File: src/rtl/lsu_pkg.sv
// rtl/lsu_pkg.sv - load/store unit op encodings, FSM states and decode helpers
//
// Shared by load_store_unit and lsu_align. No ports.

package lsu_pkg;

  typedef enum logic [2:0] {
    OP_LW  = 3'b000,
    OP_LH  = 3'b001,
    OP_LHU = 3'b010,
    OP_LB  = 3'b011,
    OP_LBU = 3'b100,
    OP_SW  = 3'b101,
    OP_SH  = 3'b110,
    OP_SB  = 3'b111
  } lsu_op_e;

  typedef enum logic [1:0] {
    ST_IDLE,
    ST_READ,
    ST_WRITE,
    ST_RESP
  } lsu_state_e;

  function automatic logic is_store(lsu_op_e op);
    return (op == OP_SW) || (op == OP_SH) || (op == OP_SB);
  endfunction

  // Words need addr[1:0]==0, halfwords need addr[0]==0, bytes are always aligned.
  function automatic logic is_misaligned(lsu_op_e op, logic [1:0] lo);
    case (op)
      OP_LW, OP_SW:         return lo != 2'b00;
      OP_LH, OP_LHU, OP_SH: return lo[0];
      default:              return 1'b0;
    endcase
  endfunction

endpackage

File: src/rtl/load_store_unit_if.sv
// rtl/load_store_unit_if.sv - request/response and DataMemory bus of the load/store unit
//
// Signals:
//   req_*        request handshake from the MEM stage (valid/ready, op, addr, data)
//   resp_*       completion handshake back to the MEM stage (valid/ready, data, err)
//   mem_*        DataMemory port (word address, write data, write/read strobes, read data)
// Modports: slave = load/store unit view, master = pipeline + memory view.

interface load_store_unit_if;

  logic        req_valid;
  logic        req_ready;
  logic [2:0]  req_op;
  logic [31:0] req_addr;
  logic [31:0] req_data;

  logic        resp_valid;
  logic        resp_ready;
  logic [31:0] resp_data;
  logic        resp_err;

  logic [31:0] mem_address;
  logic [31:0] mem_write_data;
  logic        mem_write;
  logic        mem_read;
  logic [31:0] mem_read_data;

  modport slave (
    input  req_valid, req_op, req_addr, req_data, resp_ready, mem_read_data,
    output req_ready, resp_valid, resp_data, resp_err,
           mem_address, mem_write_data, mem_write, mem_read
  );

  modport master (
    output req_valid, req_op, req_addr, req_data, resp_ready, mem_read_data,
    input  req_ready, resp_valid, resp_data, resp_err,
           mem_address, mem_write_data, mem_write, mem_read
  );

endinterface

File: src/rtl/lsu_align.sv
// rtl/lsu_align.sv - sub-word load extraction/extension and store merge (combinational)
//
// Ports:
//   op         latched access type
//   byte_sel   addr[1:0] of the access
//   word       word read from DataMemory
//   data       store data from the request
//   load_data  extracted and sign/zero-extended load result
//   store_word word to write back: data for SW, read word with the addressed lane replaced for SH/SB

module lsu_align
  import lsu_pkg::*;
(
  input  lsu_op_e     op,
  input  logic [1:0]  byte_sel,
  input  logic [31:0] word,
  input  logic [31:0] data,
  output logic [31:0] load_data,
  output logic [31:0] store_word
);

  logic [7:0]  byte_v;
  logic [15:0] half_v;

  always_comb begin
    byte_v = word[{byte_sel, 3'b000} +: 8];
    half_v = byte_sel[1] ? word[31:16] : word[15:0];

    case (op)
      OP_LW:   load_data = word;
      OP_LH:   load_data = {{16{half_v[15]}}, half_v};
      OP_LHU:  load_data = {16'h0000, half_v};
      OP_LB:   load_data = {{24{byte_v[7]}}, byte_v};
      OP_LBU:  load_data = {24'h000000, byte_v};
      default: load_data = 32'h0;
    endcase

    store_word = word;
    case (op)
      OP_SW: store_word = data;
      OP_SH: begin
        if (byte_sel[1]) store_word[31:16] = data[15:0];
        else             store_word[15:0]  = data[15:0];
      end
      OP_SB:   store_word[{byte_sel, 3'b000} +: 8] = data[7:0];
      default: store_word = word;
    endcase
  end

endmodule

File: src/rtl/load_store_unit.sv
// rtl/load_store_unit.sv - MEM-stage load/store initiator for word-organised DataMemory
//
// Ports:
//   clk    system clock, all state on posedge
//   rst_n  asynchronous active-low reset
//   bus    load_store_unit_if.slave: request, response and DataMemory signals
// One request at a time. Sub-word stores do read-modify-write (READ then WRITE).

module load_store_unit
  import lsu_pkg::*;
(
  input logic              clk,
  input logic              rst_n,
  load_store_unit_if.slave bus
);

  lsu_state_e  state, state_nxt;
  lsu_op_e     op_q;
  logic [31:0] addr_q, data_q, word_q, resp_data_q;
  logic        resp_err_q;
  logic [31:0] load_data, merged;
  lsu_op_e     req_op;

  assign req_op = lsu_op_e'(bus.req_op);

  lsu_align u_align (
    .op         (op_q),
    .byte_sel   (addr_q[1:0]),
    .word       (bus.mem_read_data),
    .data       (data_q),
    .load_data  (load_data),
    .store_word (merged)
  );

  always_ff @(posedge clk or negedge rst_n) begin
    if (!rst_n) state <= ST_IDLE;
    else        state <= state_nxt;
  end

  always_comb begin
    state_nxt = state;
    case (state)
      ST_IDLE: begin
        if (bus.req_valid) begin
          if (is_misaligned(req_op, bus.req_addr[1:0])) state_nxt = ST_RESP;
          else if (req_op == OP_SW)                     state_nxt = ST_WRITE;
          else                                          state_nxt = ST_READ;
        end
      end
      ST_READ:  state_nxt = is_store(op_q) ? ST_WRITE : ST_RESP;
      ST_WRITE: state_nxt = ST_RESP;
      ST_RESP:  if (bus.resp_ready) state_nxt = ST_IDLE;
      default:  state_nxt = ST_IDLE;
    endcase
  end

  // Request latch and response registers; the response is zeroed on handshake
  // so resp_data/resp_err read 0 whenever no response is presented.
  always_ff @(posedge clk or negedge rst_n) begin
    if (!rst_n) begin
      op_q        <= OP_LW;
      addr_q      <= 32'h0;
      data_q      <= 32'h0;
      word_q      <= 32'h0;
      resp_data_q <= 32'h0;
      resp_err_q  <= 1'b0;
    end else begin
      case (state)
        ST_IDLE: begin
          if (bus.req_valid) begin
            op_q        <= req_op;
            addr_q      <= bus.req_addr;
            data_q      <= bus.req_data;
            resp_data_q <= 32'h0;
            resp_err_q  <= is_misaligned(req_op, bus.req_addr[1:0]);
          end
        end
        ST_READ: begin
          if (is_store(op_q)) word_q      <= merged;
          else                resp_data_q <= load_data;
        end
        ST_RESP: begin
          if (bus.resp_ready) begin
            resp_data_q <= 32'h0;
            resp_err_q  <= 1'b0;
          end
        end
        default: ;
      endcase
    end
  end

  // Memory strobes decode straight from state so reset drops them immediately.
  always_comb begin
    bus.req_ready      = (state == ST_IDLE);
    bus.resp_valid     = (state == ST_RESP);
    bus.resp_data      = resp_data_q;
    bus.resp_err       = resp_err_q;
    bus.mem_read       = (state == ST_READ);
    bus.mem_write      = (state == ST_WRITE);
    bus.mem_address    = 32'h0;
    bus.mem_write_data = 32'h0;
    if (state == ST_READ || state == ST_WRITE)
      bus.mem_address = {2'b00, addr_q[31:2]};
    if (state == ST_WRITE)
      bus.mem_write_data = (op_q == OP_SW) ? data_q : word_q;
  end

endmodule
File: src/flat_wrapper.sv
// flat-port wrapper written by rule: the top's interface ports become plain ports
module load_store_unit_flat import lsu_pkg::*;
  (clk, rst_n, bus_req_valid, bus_req_op, bus_req_addr, bus_req_data, bus_resp_ready, bus_mem_read_data, bus_req_ready, bus_resp_valid, bus_resp_data, bus_resp_err, bus_mem_address, bus_mem_write_data, bus_mem_write, bus_mem_read);
  load_store_unit_if bus_i ();
  input logic clk;
  input logic rst_n;
  input wire logic [$bits(bus_i.req_valid)-1:0] bus_req_valid;
  input wire logic [$bits(bus_i.req_op)-1:0] bus_req_op;
  input wire logic [$bits(bus_i.req_addr)-1:0] bus_req_addr;
  input wire logic [$bits(bus_i.req_data)-1:0] bus_req_data;
  input wire logic [$bits(bus_i.resp_ready)-1:0] bus_resp_ready;
  input wire logic [$bits(bus_i.mem_read_data)-1:0] bus_mem_read_data;
  output wire logic [$bits(bus_i.req_ready)-1:0] bus_req_ready;
  output wire logic [$bits(bus_i.resp_valid)-1:0] bus_resp_valid;
  output wire logic [$bits(bus_i.resp_data)-1:0] bus_resp_data;
  output wire logic [$bits(bus_i.resp_err)-1:0] bus_resp_err;
  output wire logic [$bits(bus_i.mem_address)-1:0] bus_mem_address;
  output wire logic [$bits(bus_i.mem_write_data)-1:0] bus_mem_write_data;
  output wire logic [$bits(bus_i.mem_write)-1:0] bus_mem_write;
  output wire logic [$bits(bus_i.mem_read)-1:0] bus_mem_read;
  assign bus_i.req_valid = bus_req_valid;
  assign bus_i.req_op = bus_req_op;
  assign bus_i.req_addr = bus_req_addr;
  assign bus_i.req_data = bus_req_data;
  assign bus_i.resp_ready = bus_resp_ready;
  assign bus_i.mem_read_data = bus_mem_read_data;
  assign bus_req_ready = bus_i.req_ready;
  assign bus_resp_valid = bus_i.resp_valid;
  assign bus_resp_data = bus_i.resp_data;
  assign bus_resp_err = bus_i.resp_err;
  assign bus_mem_address = bus_i.mem_address;
  assign bus_mem_write_data = bus_i.mem_write_data;
  assign bus_mem_write = bus_i.mem_write;
  assign bus_mem_read = bus_i.mem_read;
  load_store_unit u_core (.clk(clk), .rst_n(rst_n), .bus(bus_i));
endmodule
File: config.mk
export PLATFORM = sky130hd
export DESIGN_NAME = load_store_unit_flat
export DESIGN_NICKNAME = d
export VERILOG_FILES = /design/src/rtl/lsu_pkg.sv /design/src/rtl/load_store_unit_if.sv /design/src/rtl/lsu_align.sv /design/src/rtl/load_store_unit.sv /design/src/flat_wrapper.sv
export SDC_FILE = /design/constraint.sdc
export NUM_CORES = 1
export LEC_CHECK = 0
export ABC_AREA = 1
export BUFFER_PORTS_ARGS = -buffer_cell sky130_fd_sc_hd__buf_2
export CAP_MARGIN = 20
export CORE_ASPECT_RATIO = 0.6
export CORE_MARGIN = 2
export CORE_UTILIZATION = 55
export DETAILED_ROUTE_END_ITERATION = 8
export PLACE_DENSITY = 0.94
export SYNTH_ARGS = -nofsm -noshare
export SYNTH_HDL_FRONTEND = slang
export SYNTH_SLANG_ARGS = --single-unit
File: constraint.sdc
create_clock -name clk -period 3.7 [get_ports clk]
set_clock_uncertainty 0.2 [all_clocks]
set_input_delay 0.37 -clock clk [delete_from_list [all_inputs] [get_ports clk]]
set_output_delay 0.37 -clock clk [all_outputs]
set_load 0.005 [all_outputs]
Yosys cells after proc, flatten, opt, wreduce, memory -nomap -nowiden
Index checks and enable logic that the tools add are counted.
- register bits: 134
- input bits: 103
- word-level logic and storage cells: 68
- $add $sub $neg: 1
- equal/unequal tests: 17
- shift operators: 3
- muxes and demuxes: 24
- reduce and logical (&&, ||, !) cells: 16
- operators with widths (cell ; count):
    32-bit case mux with 3 select lines ; 2
    32-bit two-way mux ; 5
    32-bit case mux with 5 select lines ; 1
    16-bit two-way mux ; 3
    32-bit bitwise mux ; 1
    8-bit by 7-bit variable shift with 32-bit output, first input constant ; 1
    32-bit by 6-bit variable part select with 8-bit output ; 1
    8-bit by 7-bit variable part select with 32-bit output ; 1
    30-bit two-way mux ; 1
    3-bit equality test, second input constant ; 6
    3-bit by 2-bit equality test with 1-bit output, second input constant ; 3
    2-bit two-way mux ; 4
    2-bit case mux with 4 select lines ; 1
    5-bit negation with 7-bit output ; 1
    3-bit by 1-bit equality test with 1-bit output, second input constant ; 2
    3-bit zero test ; 2
    2-bit inequality test, second input constant ; 3
    2-bit AND reduction ; 3
    2-bit equality test, second input constant ; 2
    1-bit two-way mux ; 4
    1-bit case mux with 2 select lines ; 2
    4-bit AND reduction ; 1
    2-bit nonzero test ; 2
    1-bit logical OR ; 3
    other kinds (6) ; 6

Longest topological paths before layout
- depth after elaboration: 8
- depth in mapped cells: 11
- gate-level depth less buffers: 9

Modules after synthesis
Synthesis repeated with hierarchy kept, for this count alone.
- cell total of the unflattened synthesis: 1384
- area, all modules: 8500.7 um^2
- by module, submodules not included (module ; instances ; cells each ; area each (um^2) ; sequential area each (um^2)):
    load_store_unit ; 1 ; 774 ; 5906.9 ; 3353.2
    lsu_align ; 1 ; 610 ; 2593.7 ; 0.0

Worst setup path before layout
Ideal clock, no wire load.
- path kind: flip-flop to flip-flop
- start: reg u_core.addr_q[0]
- end: reg u_core.word_q[16]
- library setup time: 64 ps
- data arrival time: 1918 ps
- required time: 3436 ps
- slack: 1518 ps
- stages on the path, launching flop included: 10
- buffers on the path: 2
- cell sequence: dfrtp_1 > buf_2 > clkinv_1 > buf_2 > ha_1 > inv_1 > nor2_1 > nand3_1 > a21oi_1 > o21a_1
- cells in the longest elaborated chain, start to end: 4
- ends and longest elaborated chain (element ; RTL line ; source):
    start, declared ; load_store_unit.sv:19 ; logic [31:0] addr_q, data_q, word_q, resp_data_q;
    start signal, assigned ; load_store_unit.sv:72 ; addr_q <= bus.req_addr;
    5-bit negation with 7-bit output (*) ; lsu_align.sv:45 ; OP_SB: store_word[{byte_sel, 3'b000} +: 8] = data[7:0];
    8-bit by 7-bit variable part select with 32-bit output or 8-bit by 7-bit variable shift with 32-bit output (tied branches) ; lsu_align.sv:45 ;
    32-bit bitwise mux (*) ; lsu_align.sv:45 ;
    32-bit case mux with 3 select lines (*) ; lsu_align.sv:39 ; case (op)
    end signal, assigned ; load_store_unit.sv:79 ; if (is_store(op_q)) word_q <= merged;
    end, declared ; load_store_unit.sv:19 ;
Mark *: on every way between the ends. The rest lies on a longest branch, timed or not.
A chain may end at the register's enable or synchronous reset.

Worst setup path after layout
- start: reg u_core.state[0]
- end: out bus_mem_address[13]
- cells in the longest elaborated chain, start to end: 3
- ends and longest elaborated chain (element ; RTL line ; source):
    start, declared ; load_store_unit.sv:17 ; lsu_state_e state, state_nxt;
    start signal, assigned ; load_store_unit.sv:37 ; else state <= state_nxt;
    2-bit by 1-bit equality test with 1-bit output or 2-bit equality test (tied branches) ; load_store_unit.sv:103 ; if (state == ST_READ || state == ST_WRITE)
    1-bit logical OR (*) ; load_store_unit.sv:103 ;
    30-bit two-way mux (*) ; load_store_unit.sv:103 ;
    end, declared ; flat_wrapper.sv:17 ; output wire logic [$bits(bus_i.mem_address)-1:0] bus_mem_address;
Marked as above.

==> results.ini <==
[power_and_ir_drop]
leakagePower_nw = 5.98
netSwitchingFraction_pct = 47.1
power_density_mw_per_mm2 = 848
p_seq_share_pct = 30.5
ir_drop_v = 0.000666
p_sw_mw = 4.23
combPwrFrac_pct = 49.6
p_int_mw = 4.76
power.clock.fraction_pct = 19.9

[synthesis]
synth_top_family_by_area = simple AND/OR/NAND/NOR gates
synth_adder_area_share_pct = 1.35
synth_commonest_cells = 586 x nand2_1, 134 x dfrtp_1, 111 x nand3_1, 97 x inv_1, 72 x o21ai_0
seq_area_frac_synth_pct = 40.2
ys_seq_elements = 134
synth_enable_flop_cells = 0
synth.most_common_cell = nand2_1
synth_compound_area_share_pct = 10.9
synth.largest_area_cell = dfrtp_1
avgSynthCellArea_um2 = 6.56
synth_cell_types = 27
synth_top_area_share_pct = 40.2
synthMuxAreaShare_pct = 0
postSynthCellCount = 1273
syn-cell-area_mm2 = 0.00835
yosysWarnings = 0
ys.flop_type = dfrtp_1
synth-async-reset-ratio_pct = 100
synth_simple_gate_area_share_pct = 38.5
synth_xor_xnor_area_share_pct = 0
synth_area_leaders = dfrtp_1 40%, nand2_1 26%, nand3_1 6.7%, inv_1 4.4%, o21ai_0 4.3%

[die]
start_util_pct = 56.9
die_h_um = 99.4
rows = 34
die_w_um = 163
die_area_mm2 = 0.0162
io_pins = 204
core_region_area_mm2 = 0.0147

[run]
drv_cap = 0

[detailed_routing]
dr.first_iter.drc_count = 1263
drtPass1Iterations = 6
drcViolationCount = 0
wl_per_cell_um = 17.9
routed_via_density = 5.71
vias = 9726
ant_nets = 0
wirelength_um = 30500

[global_route]
grt_pass1_vias = 9021
grt_pass1_wl_um = 47300
overflow = 0
grt.total_usage_pct = 37.5
grt_max_degree = 93
antenna_found_initial = 1

[setup_path]
end_kind = primary output
reg2reg_to = u_core.bus.resp_data[9]
crit-reg2reg-launch = u_core.addr_q[1]
cp-start-kind = register
worstSetupStartpoint = u_core.state[0]
cp.arrival_ns = 2.34
required_ns = 3.13
critical_path_class = register to primary output
r2r_slack_ns = 1.02
reg2reg_depth = 9
cp-endpoint = bus_mem_address[13]
crit_fanout = 31

[clock_tree]
clockRootBuffer = clkbuf_16
htreeDepth = 4
cts_setup_buffers = 0
clk_path_buf_depth = 2
clock_latency_ns = 0.43
numCtsBuffers = 17
clk_pin_slew_ns = 0.07
cts_tree = built
cts_num_sinks = 134

[timing]
relSlewSlack_pct = 29.5
rsz0062_at_grt = no
hold_viol = 0
fin_crit_ns = 2.91
finalSetupTns_ns = 0
setup_violations = 0
max_slew.worst_pin.slew_ns = 1.06
fin_crit_sh_pct = 78.6
clock.fmax_ghz = 0.344
drv_slew = 0

[min_path]
hp-class = input pin to register

[layout]
area_growth_pct = 27.0
nets = 1605
fin_area_mm2 = 0.0106
drive_gt1_share_pct = 19.6
diodes = 0
final_cells = 1704

[place]
dp_hpwl_um = 19800
io_buffers = 201
dpl_cell_area_mm2 = 0.00936
dp_cells = 1609
finalWeightedCongestion = 1.04

[status]
status = finished clean

[area by class of cell]
class	instances	area [um^2]
multi-input cells	957	4240
fillers	1108	4080
flip-flops and latches	134	3350
repair buffers	276	1760
clock buffers	18	439
inverters	107	402
well taps	198	248
clock inverters	14	165
[per-stage QoR]
step                      hold slack (ns)  utilization [%]  setup slack (ns)  total power [mW]
after detailed placement            0.262             63.8              1.18              6.86
after global routing               0.0307             72.2             0.652              9.57
after global placement              0.260             63.8              1.27              6.74
final                              0.0193             72.2             0.790              8.99
after CTS                          0.0143             72.1             0.910              8.72
after floorplan                    -0.126                -              1.52              5.45
[logic make-up after synthesis]
family,after synthesis
AOI/OAI and AO/OA,165
adders and majority gates,9
buffers and inverters,183
DFF,134
other,1
and+or+nand+nor,781
[power by group through the flow]
| stage | Clock, mW | Combinational (mW) | Sequential [mW] |
|---|---|---|---|
| 6_report | 1.79 | 4.46 | 2.74 |
| 5_1_grt | 1.85 | 4.92 | 2.80 |
| 4_1_cts | 1.78 | 4.25 | 2.69 |
| 3_5_place_dp | 0 | 4.17 | 2.69 |
| 3_3_place_gp | 0 | 4.06 | 2.67 |
| 2_1_floorplan | 0 | 2.96 | 2.49 |
[cells in the final DEF, fill, tap and decap left out, types with 5 or more instances in the layout]
| cell | n |
|---|---|
| nand3_1 | 111 |
| a21oi_1 | 59 |
| ha_1 | 9 |
| nand4_1 | 8 |
| inv_6 | 5 |
| o21ai_0 | 72 |
| nor2_1 | 34 |
| dlygate4sd3_1 | 62 |
| inv_2 | 7 |
| or2_2 | 32 |
| buf_4 | 11 |
| inv_1 | 97 |
| a21boi_1 | 7 |
| buf_2 | 200 |
| o211ai_1 | 8 |
| dfrtp_1 | 133 |
| nand2_1 | 585 |
| clkbuf_16 | 17 |
| o21a_1 | 16 |
[metal layers]
metal / share of wire (%) / global-route usage (%) / vias up
met2: 44 / 57.5 / 713
met4: 3.0 / 12.1 / 0
met1: 40 / 52.6 / 4493
met5: 0 / 0 / -
met3: 13 / 9.47 / 109
li1: - / - / 4411
[flip-flops by register name, indices dropped and copies added, names as in the netlist]
signal                flops
u_core.bus.resp_err       1
u_core.state              2
u_core.addr_q            32
u_core.word_q            32
u_core.op_q               3
u_core.bus.resp_data     32
u_core.data_q            32
[worst min-delay path by stage]
| stage | slack [ns] | start | cells after the start | end |
|---|---|---|---|---|
| 4_1_cts | 0.01 | bus_req_data[3] | 3 | u_core.data_q[3] |
| 2_1_floorplan | -0.13 | rst_n | 0 | u_core.addr_q[0] |
| 6_report | 0.02 | bus_req_data[3] | 3 | u_core.data_q[3] |
| 3_3_place_gp | 0.26 | u_core.bus.resp_data[17] | 2 | u_core.bus.resp_data[17] |
| 3_5_place_dp | 0.26 | u_core.bus.resp_data[25] | 2 | u_core.bus.resp_data[25] |
| 5_1_grt | 0.03 | bus_req_data[3] | 3 | u_core.data_q[3] |
[critical path, stage by stage, from the launching register on]
cell and delay [ns]:
dfrtp_1 0.39, inv_1 0.09, ha_1 0.99, nand2_1 0.18, inv_1 0.13, buf_2 0.12
[timing repair]
action                    4_1_cts  5_1_grt
hold endpoints to repair      152        0
gates resized for setup         0        0
hold buffers                   62        0
Power figures use the tool's default switching activity.
